[src/rtl/washing_pkg.sv]
// Shared phase encoding and default phase durations for the wash timer.
// Imported by washing_phase_timer and washing_tick_gen.
package washing_pkg;

   typedef enum logic [2:0] {
      IDLE  = 3'd0,
      FILL  = 3'd1,
      WASH  = 3'd2,
      RINSE = 3'd3,
      DRAIN = 3'd4,
      SPIN  = 3'd5
   } phase_t;

   localparam int DEF_CNT_W     = 16;
   localparam int DEF_FILL_CYC  = 8;
   localparam int DEF_WASH_CYC  = 12;
   localparam int DEF_RINSE_CYC = 10;
   localparam int DEF_DRAIN_CYC = 6;
   localparam int DEF_SPIN_CYC  = 9;
   localparam int DEF_PRESCALE  = 4;

   // Done vector layout is {ts, td, tr, tw, tf}.
   function automatic logic [4:0] done_bit(input phase_t p);
      logic [4:0] d;
      d = 5'b00000;
      unique case (p)
         FILL:    d = 5'b00001;
         WASH:    d = 5'b00010;
         RINSE:   d = 5'b00100;
         DRAIN:   d = 5'b01000;
         SPIN:    d = 5'b10000;
         default: d = 5'b00000;
      endcase
      return d;
   endfunction

endpackage

[src/rtl/washing_tick_gen.sv]
// Prescale divider producing one tick every PRESCALE clocks.
// Present only when WASHING_TIMER_PRESCALE_EN is defined.
`ifdef WASHING_TIMER_PRESCALE_EN
module washing_tick_gen
   import washing_pkg::*;
#(
   parameter int PRESCALE = DEF_PRESCALE
) (
   input  logic clk,
   input  logic rst,
   input  logic clr,
   input  logic hold,
   output logic tick
);

   localparam int DW = (PRESCALE > 1) ? $clog2(PRESCALE) : 1;
   localparam logic [DW-1:0] LAST = DW'(PRESCALE - 1);

   logic [DW-1:0] div_q;

   assign tick = (div_q == LAST) && !hold;

   always_ff @(posedge clk) begin
      if (rst || clr)
         div_q <= '0;
      else if (tick)
         div_q <= '0;
      else if (!hold)
         div_q <= div_q + 1'b1;
   end

endmodule
`endif

[src/rtl/washing_phase_timer.sv]
// Decodes the controller's wash phase and times it, driving tf/tw/tr/td/ts.
// WASHING_TIMER_PRESCALE_EN enables the tick prescaler; default ticks every clock.
module washing_phase_timer
   import washing_pkg::*;
#(
   parameter int CNT_W     = DEF_CNT_W,
   parameter int FILL_CYC  = DEF_FILL_CYC,
   parameter int WASH_CYC  = DEF_WASH_CYC,
   parameter int RINSE_CYC = DEF_RINSE_CYC,
   parameter int DRAIN_CYC = DEF_DRAIN_CYC,
   parameter int SPIN_CYC  = DEF_SPIN_CYC,
   parameter int PRESCALE  = DEF_PRESCALE
) (
   input  logic       clk,
   input  logic       rst,
   input  logic       water_fill,
   input  logic       agitator,
   input  logic       pump,
   input  logic       motor,
   input  logic       speed,
   input  logic       reset,
   input  logic       door,
   output logic       tf,
   output logic       tw,
   output logic       tr,
   output logic       td,
   output logic       ts,
   output logic [2:0] phase
);

   phase_t           dec;
   phase_t           ph_q, ph_d;
   logic [CNT_W-1:0] cnt_q, cnt_d, dur_m1;
   logic [4:0]       done_q, done_d;
   logic             chg;
   logic             tick;

   // Priority decode of the actuator pattern.
   always_comb begin
      dec = IDLE;
      if (water_fill)
         dec = FILL;
      else if (agitator && !pump)
         dec = WASH;
      else if (agitator && pump)
         dec = RINSE;
      else if (pump && !speed)
         dec = DRAIN;
      else if (motor && speed)
         dec = SPIN;
   end

   assign chg = (dec != ph_q);

   always_comb begin
      dur_m1 = '0;
      unique case (ph_q)
         FILL:    dur_m1 = CNT_W'(FILL_CYC - 1);
         WASH:    dur_m1 = CNT_W'(WASH_CYC - 1);
         RINSE:   dur_m1 = CNT_W'(RINSE_CYC - 1);
         DRAIN:   dur_m1 = CNT_W'(DRAIN_CYC - 1);
         SPIN:    dur_m1 = CNT_W'(SPIN_CYC - 1);
         default: dur_m1 = '0;
      endcase
   end

`ifdef WASHING_TIMER_PRESCALE_EN
   washing_tick_gen #(
      .PRESCALE (PRESCALE)
   ) u_tick (
      .clk  (clk),
      .rst  (rst),
      .clr  (reset | chg),
      .hold (door),
      .tick (tick)
   );
`else
   assign tick = (PRESCALE >= 1);
`endif

   always_comb begin
      ph_d   = ph_q;
      cnt_d  = cnt_q;
      done_d = done_q;
      if (reset) begin
         ph_d   = IDLE;
         cnt_d  = '0;
         done_d = '0;
      end else if (chg) begin
         ph_d   = dec;
         cnt_d  = '0;
         done_d = '0;
      end else if (ph_q != IDLE && !door && tick) begin
         // Count saturates at DUR-1; done then holds as a level.
         if (cnt_q == dur_m1)
            done_d = done_bit(ph_q);
         else
            cnt_d = cnt_q + 1'b1;
      end
   end

   always_ff @(posedge clk) begin
      if (rst) begin
         ph_q   <= IDLE;
         cnt_q  <= '0;
         done_q <= '0;
      end else begin
         ph_q   <= ph_d;
         cnt_q  <= cnt_d;
         done_q <= done_d;
      end
   end

   assign tf    = done_q[0];
   assign tw    = done_q[1];
   assign tr    = done_q[2];
   assign td    = done_q[3];
   assign ts    = done_q[4];
   assign phase = ph_q;

endmodule
[config.mk]
export PLATFORM = sky130hd
export DESIGN_NAME = washing_phase_timer
export DESIGN_NICKNAME = d
export VERILOG_FILES = /design/src/rtl/washing_pkg.sv /design/src/rtl/washing_tick_gen.sv /design/src/rtl/washing_phase_timer.sv
export SDC_FILE = /design/constraint.sdc
export NUM_CORES = 1
export LEC_CHECK = 0
export BUFFER_PORTS_ARGS = -buffer_cell sky130_fd_sc_hd__buf_2
export CELL_PAD_IN_SITES_DETAIL_PLACEMENT = 0
export CELL_PAD_IN_SITES_GLOBAL_PLACEMENT = 1
export CORE_MARGIN = 3
export CORE_UTILIZATION = 42
export DETAILED_ROUTE_END_ITERATION = 10
export GPL_TIMING_DRIVEN = 0
export PLACE_DENSITY = 0.78
export SYNTH_ARGS = -nofsm -noshare
export SYNTH_HDL_FRONTEND = slang
export SYNTH_SLANG_ARGS = --single-unit
[constraint.sdc]
create_clock -name clk -period 2.5 [get_ports clk]
set_input_delay 0.125 -clock clk [delete_from_list [all_inputs] [get_ports clk]]
set_output_delay 0.125 -clock clk [all_outputs]
set_load 0.02 [all_outputs]
==> summary.md, run 1 <==
| Metric | Value |
|---|---|
| Outcome | `completed` |
| DIE HEIGHT | `63.2 µm` |
| Fin crit share | `92.5%` |
| Total GRT Usage | `14.9%` |
| Die Area | `3990 µm²` |
| Synth Area in XOR/XNOR | `9.56%` |
| CTS Buffer Depth | `2` |
| Yosys top cell area share | `35.0%` |
| Max Cap Viol | `0` |
| WL per Instance | `12.4 µm` |
| CTS sink count | `24` |
| Count of different cell masters after synthesis | `39` |
| Slew HR | `65.0%` |
| Max VDD drop | `0.000164 V` |
| Post-synthesis average cell area | `8.43 µm²` |
| Final setup vio count | `0` |
| Fillers | `318` |
| Buf/Inv on CP | `3` |
| Initial antenna violation count | `0` |
| Nets@finish | `198` |
| CP delay by family, top | `simple AND/OR/NAND/NOR gates` |
| Initial detailed-routing violation count | `40` |
| DRC Markers | `0` |
| Req. time, crit path | `2.72 ns` |
| Pre-antenna DRT Iters | `4` |
| Final Non-Filler Cells | `229` |
| Yosys reg bits | `24` |
| Leak | `0.615 nW` |
| Via count | `1191` |
| Post-route ant nets | `0` |
| R2R Path Start | `phase[2]$_SDFFE_PP0P_` |
| Worst Skew | `0.00398 ns` |
| Setup tns final | `0 ns` |
| Final Power | `629 µW` |
| Worst setup SP type | `flop` |
| Dominant cell type by area after synthesis | `dfxtp_1` |
| Row cnt | `20` |
| RSZ-0062 raised after global routing | `false` |
| Drt via density | `5.20` |
| Dpl cells | `223` |
| Post-Syn Area | `1370 µm²` |
| Clock H-tree levels | `1` |
| HP Class | `in -> reg` |
| Critical path class | `reg -> reg` |
| R2r endpoint | `done_q[3]$_SDFFE_PP0P_` |
| Main combinational cell family by area after synthesis | `simple AND/OR/NAND/NOR gates` |
| Reg2Reg Depth | `10` |
| CP endpoint kind | `flop` |
| Worst-Margin Slew | `0.521 ns` |
| Compound-Gate Fraction of Synth Area | `8.47%` |
| Syn. warnings | `0` |
| Max Slew Vio Count | `0` |
| Vias in the first global route | `1142` |
| Final worst path period need | `2.31 ns` |
| Max FO, Critical Path | `9` |
| Worst setup path endpoint | `done_q[3]$_SDFFE_PP0P_` |
| Reg clk slew, reported paths | `0.12 ns` |
| Die W | `63.2 µm` |
| Gpl congestion | `0.757` |
| Top-Level Pins | `17` |
| Maximum operating frequency | `432 MHz` |
| Core area | `3080 µm²` |
| Clock root buffer | `clkbuf_4` |
| Sequential fraction of the synthesis area | `35.0%` |
| Post-route cell area | `1580 µm²` |
| Arr. time, crit path | `2.53 ns` |
| CTS tree | `done` |
| Critical path's most frequent cell | `buf_4` |
| CP startpoint | `phase[2]$_SDFFE_PP0P_` |
| Placed inst area | `1510 µm²` |
| Number of port buffers | `16` |
| Min-Delay Startpoint | `pump` |
| Layout cell share with drive strength beyond 1 | `18.9%` |
| Cells along the critical path | `buf_4 > inv_1 > ha_4 > or2b_4 > nand3_1 > o2111ai_2 > nor4_4 > buf_4 > nand3_4 > a41o_1` |
| Slowest library cell on the worst path | `dfxtp_1` |
| Area grow syn2layout | `15.0%` |
| Power Dens Cells | `398 nW/µm²` |
| Syn nets | `174` |
| Synth Area in Simple Gates | `35.4%` |
| Global-route wire length before repair | `4.87 mm` |
| Post-Synth Adder-Cell Area | `1.82%` |
| Initial Util | `44.6%` |
| Mux cell area share after synthesis | `6.56%` |
| Final wirelength | `2.85 mm` |
| Critical Path Max Stage Delay | `0.35 ns` |
| Syn Inst Count | `163` |
| Synth area leaders | `dfxtp_1, mux2i_1, xor2_1` |
| Final HPWL DP | `2.21 mm` |
| Reg2Reg Setup Slack | `0.19 ns` |
| Largest net degree at the start of global routing | `13` |
| Total gr overflow | `0` |
| Final Hold Viols | `0` |
| Worst skew pair latency | `0.31 ns` |
| CTS Buf Count | `3` |
| N_diodes | `0` |
| Cell count along the critical path | `10` |
flip-flops by register name, indices dropped and copies added, names as in the netlist:
register  flops
cnt_q        16
done_q        5
phase         3
metrics by stage:
| stage | hold WS, ns | utilization, % | worst slack (ns) |
|---|---|---|---|
| floorplan | 0.197 | - | 0.105 |
| global placement | 0.301 | 49.0 | 0.0718 |
| detailed placement | 0.311 | 49.0 | 0.0329 |
| CTS | 0.0937 | 50.4 | 0.0122 |
| global route | 0.113 | 51.3 | 0.0812 |
| finish | 0.104 | 51.3 | 0.187 |
worst min path at each step:
| stage | end | slack (ns) | cells past startpoint |
|---|---|---|---|
| finish | phase[0]$_SDFFE_PP0P_ | 0.10 | 3 |
| CTS | phase[0]$_SDFFE_PP0P_ | 0.09 | 3 |
| floorplan | phase[1]$_SDFFE_PP0P_ | 0.20 | 1 |
| detailed placement | phase[1]$_SDFFE_PP0P_ | 0.31 | 2 |
| global route | phase[0]$_SDFFE_PP0P_ | 0.11 | 3 |
| global placement | phase[1]$_SDFFE_PP0P_ | 0.30 | 2 |
placed cells by master (no fill, tap or decap), types with 5 or more instances in the layout:
| master | netlist | routed |
|---|---|---|
| dfxtp_1 | 24 | 24 |
| a21oi_1 | 6 | 6 |
| nor2_1 | 20 | 20 |
| xor2_1 | 10 | 10 |
| nand3_1 | 9 | 9 |
| xnor2_1 | 5 | 5 |
| nand2b_1 | 7 | 7 |
| mux2i_1 | 9 | 9 |
| nand2_1 | 20 | 20 |
| nand4_1 | 5 | 5 |
| and3_1 | 5 | 5 |
| buf_2 | 2 | 18 |
per-layer routing:
metal | global-route usage, % | vias up | share of wire [%]
met3 | 2.14 | 4 | 2.6
li1 | - | 614 | -
met4 | 5.66 | 0 | 1.2
met2 | 27.0 | 15 | 51
met1 | 17.7 | 558 | 46
met5 | 0 | - | 0
synth_stat cells, drive strengths merged:
cell and instances:
a21boi 1, dfxtp 24, nand4 5, a31oi 1, or4 2, a32oi 1, nand2b 7, or2 1
nor2b 3, o21ai 2, buf 4, nand2 20, xor2 10, ha 2, nor4 3, a211oi 2
o2111ai 1, nor2 20, nor3b 1, o32ai 1, and4 3, xnor2 5, and3 5, mux2i 9
inv 3, a41o 1, or2b 1, or3 1, nor3 4, clkbuf 2, and2 2, a21oi 6
nand3 10
where the power goes:
part	total, mW	switching (mW)	internal [mW]
registers	0.386	0.00155	0.384
logic	0.0765	0.0443	0.0322
clock network	0.167	0.111	0.0563
total	0.629	0.156	0.473
layout make-up:
cell class / instances / area (µm²) / share of cell area, %
repair buffers: 19 / 108 / 6.81
flip-flops and latches: 24 / 480 / 30.4
well taps: 44 / 55.1 / 3.48
clock buffers: 3 / 22.5 / 1.43
plain buffers: 6 / 32.5 / 2.06
inverters: 3 / 11.3 / 0.713
multi-input cells: 130 / 871 / 55.1
logic make-up after synthesis:
family	after synthesis
AOI/OAI and AO/OA	16
xor gates and xnor gates	15
adders and majority gates	2
buffers and inverters	9
DFF	24
muxes	9
and+or+nand+nor	88
tightest hold or removal path, stage by stage:
cell	delay (ns)
buf_2	0.12
nand2_1	0.06
a21boi_0	0.08
repair_timing:
action / 4_1_cts / 5_1_grt
setup buffers: 0 / 1
hold endpoints to repair: 1 / 0
setup endpoints to repair: 0 / 9
hold buffers: 2 / 0
resized for setup: 0 / 3
Note: power is estimated with default switching activity, not from simulation.
==> run 2, diff against run 1 <==
CAP_MARGIN = 25   (was unset)
CTS_CLUSTER_SIZE = 25   (was unset)
PLACE_DENSITY = 0.76   (was 0.78)
==> summary.md, run 2 (same netlist as run 1, synthesis figures left out) <==
| Metric | Value |
|---|---|
| Maximum operating frequency | `429 MHz` |
| Commonest non-fill, non-tap cell in the layout | `dfxtp_1` |
| R2r endpoint | `done_q[3]$_SDFFE_PP0P_` |
| Initial Util | `44.6%` |
| Final Hold Viols | `0` |
| Most frequent cells in the layout | `dfxtp_1, nor2_1, nand2_1, buf_2, xor2_1` |
| WHS | `0.0735 ns` |
| CTS tree | `done` |
| Final Power | `748 µW` |
| WL per Instance | `12.9 µm` |
| Global-route wire length before repair | `4.93 mm` |
| CTS Buf Count | `3` |
| Hold Path End | `phase[0]$_SDFFE_PP0P_` |
| Leak | `0.634 nW` |
| Max reg flops | `16` |
| CP endpoint kind | `flop` |
| Total gr overflow | `0` |
| Nets@finish | `199` |
| Setup tns final | `0 ns` |
| Layout cell share with drive strength beyond 1 | `20.3%` |
| Core Util, Final | `52.6%` |
| Final HPWL DP | `2.17 mm` |
| Initial detailed-routing violation count | `28` |
| R2R Path Start | `phase[2]$_SDFFE_PP0P_` |
| Core area | `3080 µm²` |
| Via count | `1192` |
| HP Class | `in -> reg` |
| Setup WS pre-CTS | `0.0421 ns` |
| WHS Path Cells | `3` |
| DIE HEIGHT | `63.2 µm` |
| CTS Buffer Depth | `2` |
| Reg2Reg Depth | `10` |
| N_diodes | `0` |
| Vias in the first global route | `1127` |
| Max VDD drop | `0.000258 V` |
| Final worst path period need | `2.33 ns` |
| Max Slew Vio Count | `0` |
| Worst Skew | `0.0163 ns` |
| CTS sink count | `24` |
| Row cnt | `20` |
| Slew HR | `65.3%` |
| Pre-antenna DRT Iters | `4` |
| Number of port buffers | `16` |
| Die Area | `3990 µm²` |
| Worst setup SP type | `flop` |
| Power Dens Cells | `462 nW/µm²` |
| Reg2Reg Setup Slack | `0.17 ns` |
| Top-Level Pins | `17` |
| Clock root buffer | `clkbuf_4` |
| Req. time, crit path | `2.72 ns` |
| Post-route ant nets | `0` |
| Max FO, Critical Path | `9` |
| Fin crit share | `93.3%` |
| Clock H-tree levels | `1` |
| Min-Delay Startpoint | `pump` |
| Reg clk slew, reported paths | `0.14 ns` |
| Initial antenna violation count | `0` |
| Largest reg by FF count | `cnt_q` |
| Max Cap Viol | `0` |
| Outcome | `completed` |
| Final wirelength | `2.97 mm` |
| Gpl congestion | `0.786` |
| Worst-Margin Slew | `0.517 ns` |
| Drt via density | `5.16` |
| Area grow syn2layout | `17.9%` |
| Worst skew pair latency | `0.32 ns` |
| Final setup vio count | `0` |
| Worst setup margin | `0.168 ns` |
| Die W | `63.2 µm` |
| DRC Markers | `0` |
| Critical path class | `reg -> reg` |
| Total GRT Usage | `15.0%` |
| Arr. time, crit path | `2.55 ns` |
| RSZ-0062 raised after global routing | `false` |
| Largest net degree at the start of global routing | `15` |
==> run 2: power by group <==
group          leakage (nW)  switching [mW]  total [mW]  internal, mW
sequential            0.194         0.00162       0.386         0.384
clock                0.0279           0.119       0.281         0.162
combinational         0.412          0.0462      0.0809        0.0347
total                 0.634           0.167       0.748         0.581
==> run 2: stage by stage <==
stage	instances	area, µm²
5_1_grt	231	1620
4_1_cts	229	1580
2_1_floorplan	163	1370
3_3_place_gp	223	1510
3_5_place_dp	223	1510
6_report	231	1620
==> run 2: repair_timing <==
item	in CTS	in global routing
hold endpoints to repair	1	0
resized for setup	0	4
setup buffers	0	2
endpoints found under the setup margin	0	9
hold buffers	2	0
==> run 2: per-layer routing <==
| layer | GRT usage [%] | wire length, µm |
|---|---|---|
| met1 | 19.1 | 1400 |
| met3 | 2.14 | 75 |
| met5 | 0 | 0 |
| met2 | 26.0 | 1470 |
| met4 | 4.85 | 21 |
==> run 2: layout make-up <==
class | instances | area, µm²
Buffer | 6 | 32.5
Clock buffer | 3 | 22.5
Clock inverter | 1 | 30.0
Fill cell | 303 | 1460
Inverter | 3 | 11.3
Multi-Input combinational cell | 130 | 871
Sequential cell | 24 | 482
Tap cell | 44 | 55.1
Timing Repair Buffer | 20 | 115
==> run 2: how the worst max path moves through the flow <==
stage,slack [ns],startpoint,end
floorplan,0.11,phase[2]$_SDFFE_PP0P_,done_q[3]$_SDFFE_PP0P_
global placement,0.06,phase[2]$_SDFFE_PP0P_,done_q[3]$_SDFFE_PP0P_
detailed placement,0.04,phase[2]$_SDFFE_PP0P_,done_q[3]$_SDFFE_PP0P_
CTS,0.004,phase[2]$_SDFFE_PP0P_,done_q[3]$_SDFFE_PP0P_
global route,0.04,phase[2]$_SDFFE_PP0P_,done_q[3]$_SDFFE_PP0P_
finish,0.17,phase[2]$_SDFFE_PP0P_,done_q[3]$_SDFFE_PP0P_
==> run 2: critical path, stage by stage (launching register included) <==
cell and delay (ns):
dfxtp_2 0.34, buf_4 0.15, inv_1 0.11, ha_4 0.22, or2b_4 0.28, nand3_1 0.10
o2111ai_2 0.15, nor4_4 0.29, buf_4 0.19, nand3_4 0.12, a41o_1 0.27
==> run 3, diff against run 2 <==
CORE_ASPECT_RATIO = 0.9   (was unset)
==> summary.md, run 3 (same netlist as run 1, synthesis figures left out) <==
| Metric | Value |
|---|---|
| Initial detailed-routing violation count | `39` |
| Outcome | `completed` |
| Pre-antenna DRT Iters | `4` |
| Placed inst area | `1510 µm²` |
| Req. time, crit path | `2.72 ns` |
| RSZ-0062 raised after global routing | `false` |
| Net Switching | `168 µW` |
| Top-Level Pins | `17` |
| Pint | `579 µW` |
| Reg2Reg Setup Slack | `0.18 ns` |
| Sequential power share | `51.6%` |
| Final HPWL DP | `2.35 mm` |
| Critical path's most frequent cell | `buf_6` |
| Critical path class | `reg -> reg` |
| Layout cell share with drive strength beyond 1 | `19.3%` |
| Fin crit share | `92.8%` |
| Final worst path period need | `2.32 ns` |
| Worst skew pair latency | `0.32 ns` |
| Max Slew Vio Count | `0` |
| Setup tns final | `0 ns` |
| Global-route wire length before repair | `5.06 mm` |
| Via count | `1174` |
| Max reg flops | `16` |
| Max Cap Viol | `0` |
| WHS | `0.0880 ns` |
| Clock H-tree levels | `1` |
| CP startpoint | `phase[2]$_SDFFE_PP0P_` |
| Reg clk slew, reported paths | `0.14 ns` |
| Critical Path Max Stage Delay | `0.35 ns` |
| Min-Delay Startpoint | `pump` |
| Vias in the first global route | `1095` |
| CTS tree | `done` |
| Nets@finish | `199` |
| Final setup vio count | `0` |
| Max VDD drop | `0.000365 V` |
| Worst Skew | `0.00986 ns` |
| Worst setup SP type | `flop` |
| DIE HEIGHT | `60.3 µm` |
| N_diodes | `0` |
| CTS sink count | `24` |
| Register area | `482 µm²` |
| Final Hold Viols | `0` |
| Worst-Margin Slew | `0.520 ns` |
| Largest reg by FF count | `cnt_q` |
| Commonest non-fill, non-tap cell in the layout | `dfxtp_1` |
| Total GRT Usage | `16.5%` |
| CTS Buffer Depth | `2` |
| DRC Markers | `0` |
| Die W | `66.3 µm` |
| Initial Util | `44.5%` |
| Final Non-Filler Cells | `229` |
| CTS Buf Count | `3` |
| Max FO, Critical Path | `9` |
| HP Class | `in -> reg` |
| Gpl congestion | `0.836` |
| Leak | `0.633 nW` |
| Sw Ratio | `22.5%` |
| Total gr overflow | `0` |
| WL per Instance | `12.9 µm` |
| R2R Path Start | `phase[2]$_SDFFE_PP0P_` |
| Slew HR | `65.1%` |
| Number of port buffers | `16` |
| Largest net degree at the start of global routing | `15` |
| Fillers | `314` |
| Final wirelength | `2.95 mm` |
| Post-route cell area | `1610 µm²` |
| Row cnt | `19` |
| Drt via density | `5.13` |
| Initial antenna violation count | `0` |
| Slowest library cell on the worst path | `dfxtp_2` |
| Power Dens Cells | `465 nW/µm²` |
| Arr. time, crit path | `2.54 ns` |
| Footprint of the multi-input gates | `855 µm²` |
| CP endpoint kind | `flop` |
| Die Area | `3990 µm²` |
| Area grow syn2layout | `17.0%` |
| Final Power | `747 µW` |
| Logic pwr share | `10.5%` |
| Cells along the critical path | `buf_6 > inv_1 > ha_1 > or2b_1 > nand3_1 > o2111ai_2 > nor4_4 > buf_6 > nand3_4 > a41o_1` |
| Post-route ant nets | `0` |
| Most frequent cells in the layout | `dfxtp_1, nor2_1, nand2_1, buf_2, xor2_1` |
| Core area | `3090 µm²` |
| Dpl cells | `221` |
| Clock root buffer | `clkbuf_4` |
| Maximum operating frequency | `431 MHz` |
| Clock Power Share | `37.9%` |
[run 3: stage by stage]
stage / setup slack (ns) / util, %
finish: 0.180 / 52.0
detailed placement: 0.0385 / 48.7
floorplan: 0.105 / -
global route: 0.0197 / 52.0
CTS: 0.0259 / 51.1
global placement: 0.0675 / 48.7
[run 3: critical path, delay by kind of cell, from the launching register on]
family / cells / cell delay [ns]
adder cells (fa/ha/maj): 1 / 0.31
AND/OR/NAND/NOR: 4 / 0.81
AO/OA/AOI/OAI: 2 / 0.41
buffers and inverters: 3 / 0.34
flip-flops: 1 / 0.35
[run 3: worst paths after layout]
check | to | depth (start not counted)
worst min register to register | done_q[2]$_SDFFE_PP0P_ | 2
worst min-delay path | phase[0]$_SDFFE_PP0P_ | 3
worst max-delay path | done_q[3]$_SDFFE_PP0P_ | 10
worst max register to register | done_q[3]$_SDFFE_PP0P_ | 10
[run 3: power by group through the flow]
stage                     clock network (mW)  registers, mW  logic (mW)
after floorplan                            0          0.396      0.0475
after global placement                     0          0.394      0.0697
after detailed placement                   0          0.394      0.0712
after CTS                              0.292          0.386      0.0730
after global routing                   0.305          0.386      0.0866
final                                  0.283          0.386      0.0782
[run 3: area by class of cell]
class / count / area share [%]
multi-input cells: 130 / 53.2
flip-flops and latches: 24 / 30.0
repair buffers: 20 / 7.39
well taps: 42 / 3.27
plain buffers: 6 / 2.26
clock inverters: 1 / 1.87
clock buffers: 3 / 1.40
inverters: 3 / 0.700
[run 3: what timing repair did]
| action | CTS | global route |
|---|---|---|
| gates resized for setup | 0 | 4 |
| buffers inserted | 0 | 2 |
| hold buffers | 2 | 0 |
| endpoints found under the setup margin | 0 | 10 |
| endpoints found under the hold margin | 1 | 0 |
[run 3: per-layer routing]
layer | wire [µm] | share of wire [%] | GRT usage, % | vias to the layer above
met5 | 0 | 0 | 0 | -
met4 | 23 | 0.78 | 4.06 | 0
met3 | 71 | 2.4 | 4.32 | 2
met2 | 1310 | 45 | 24.9 | 10
met1 | 1540 | 52 | 23.2 | 543
li1 | - | - | - | 619
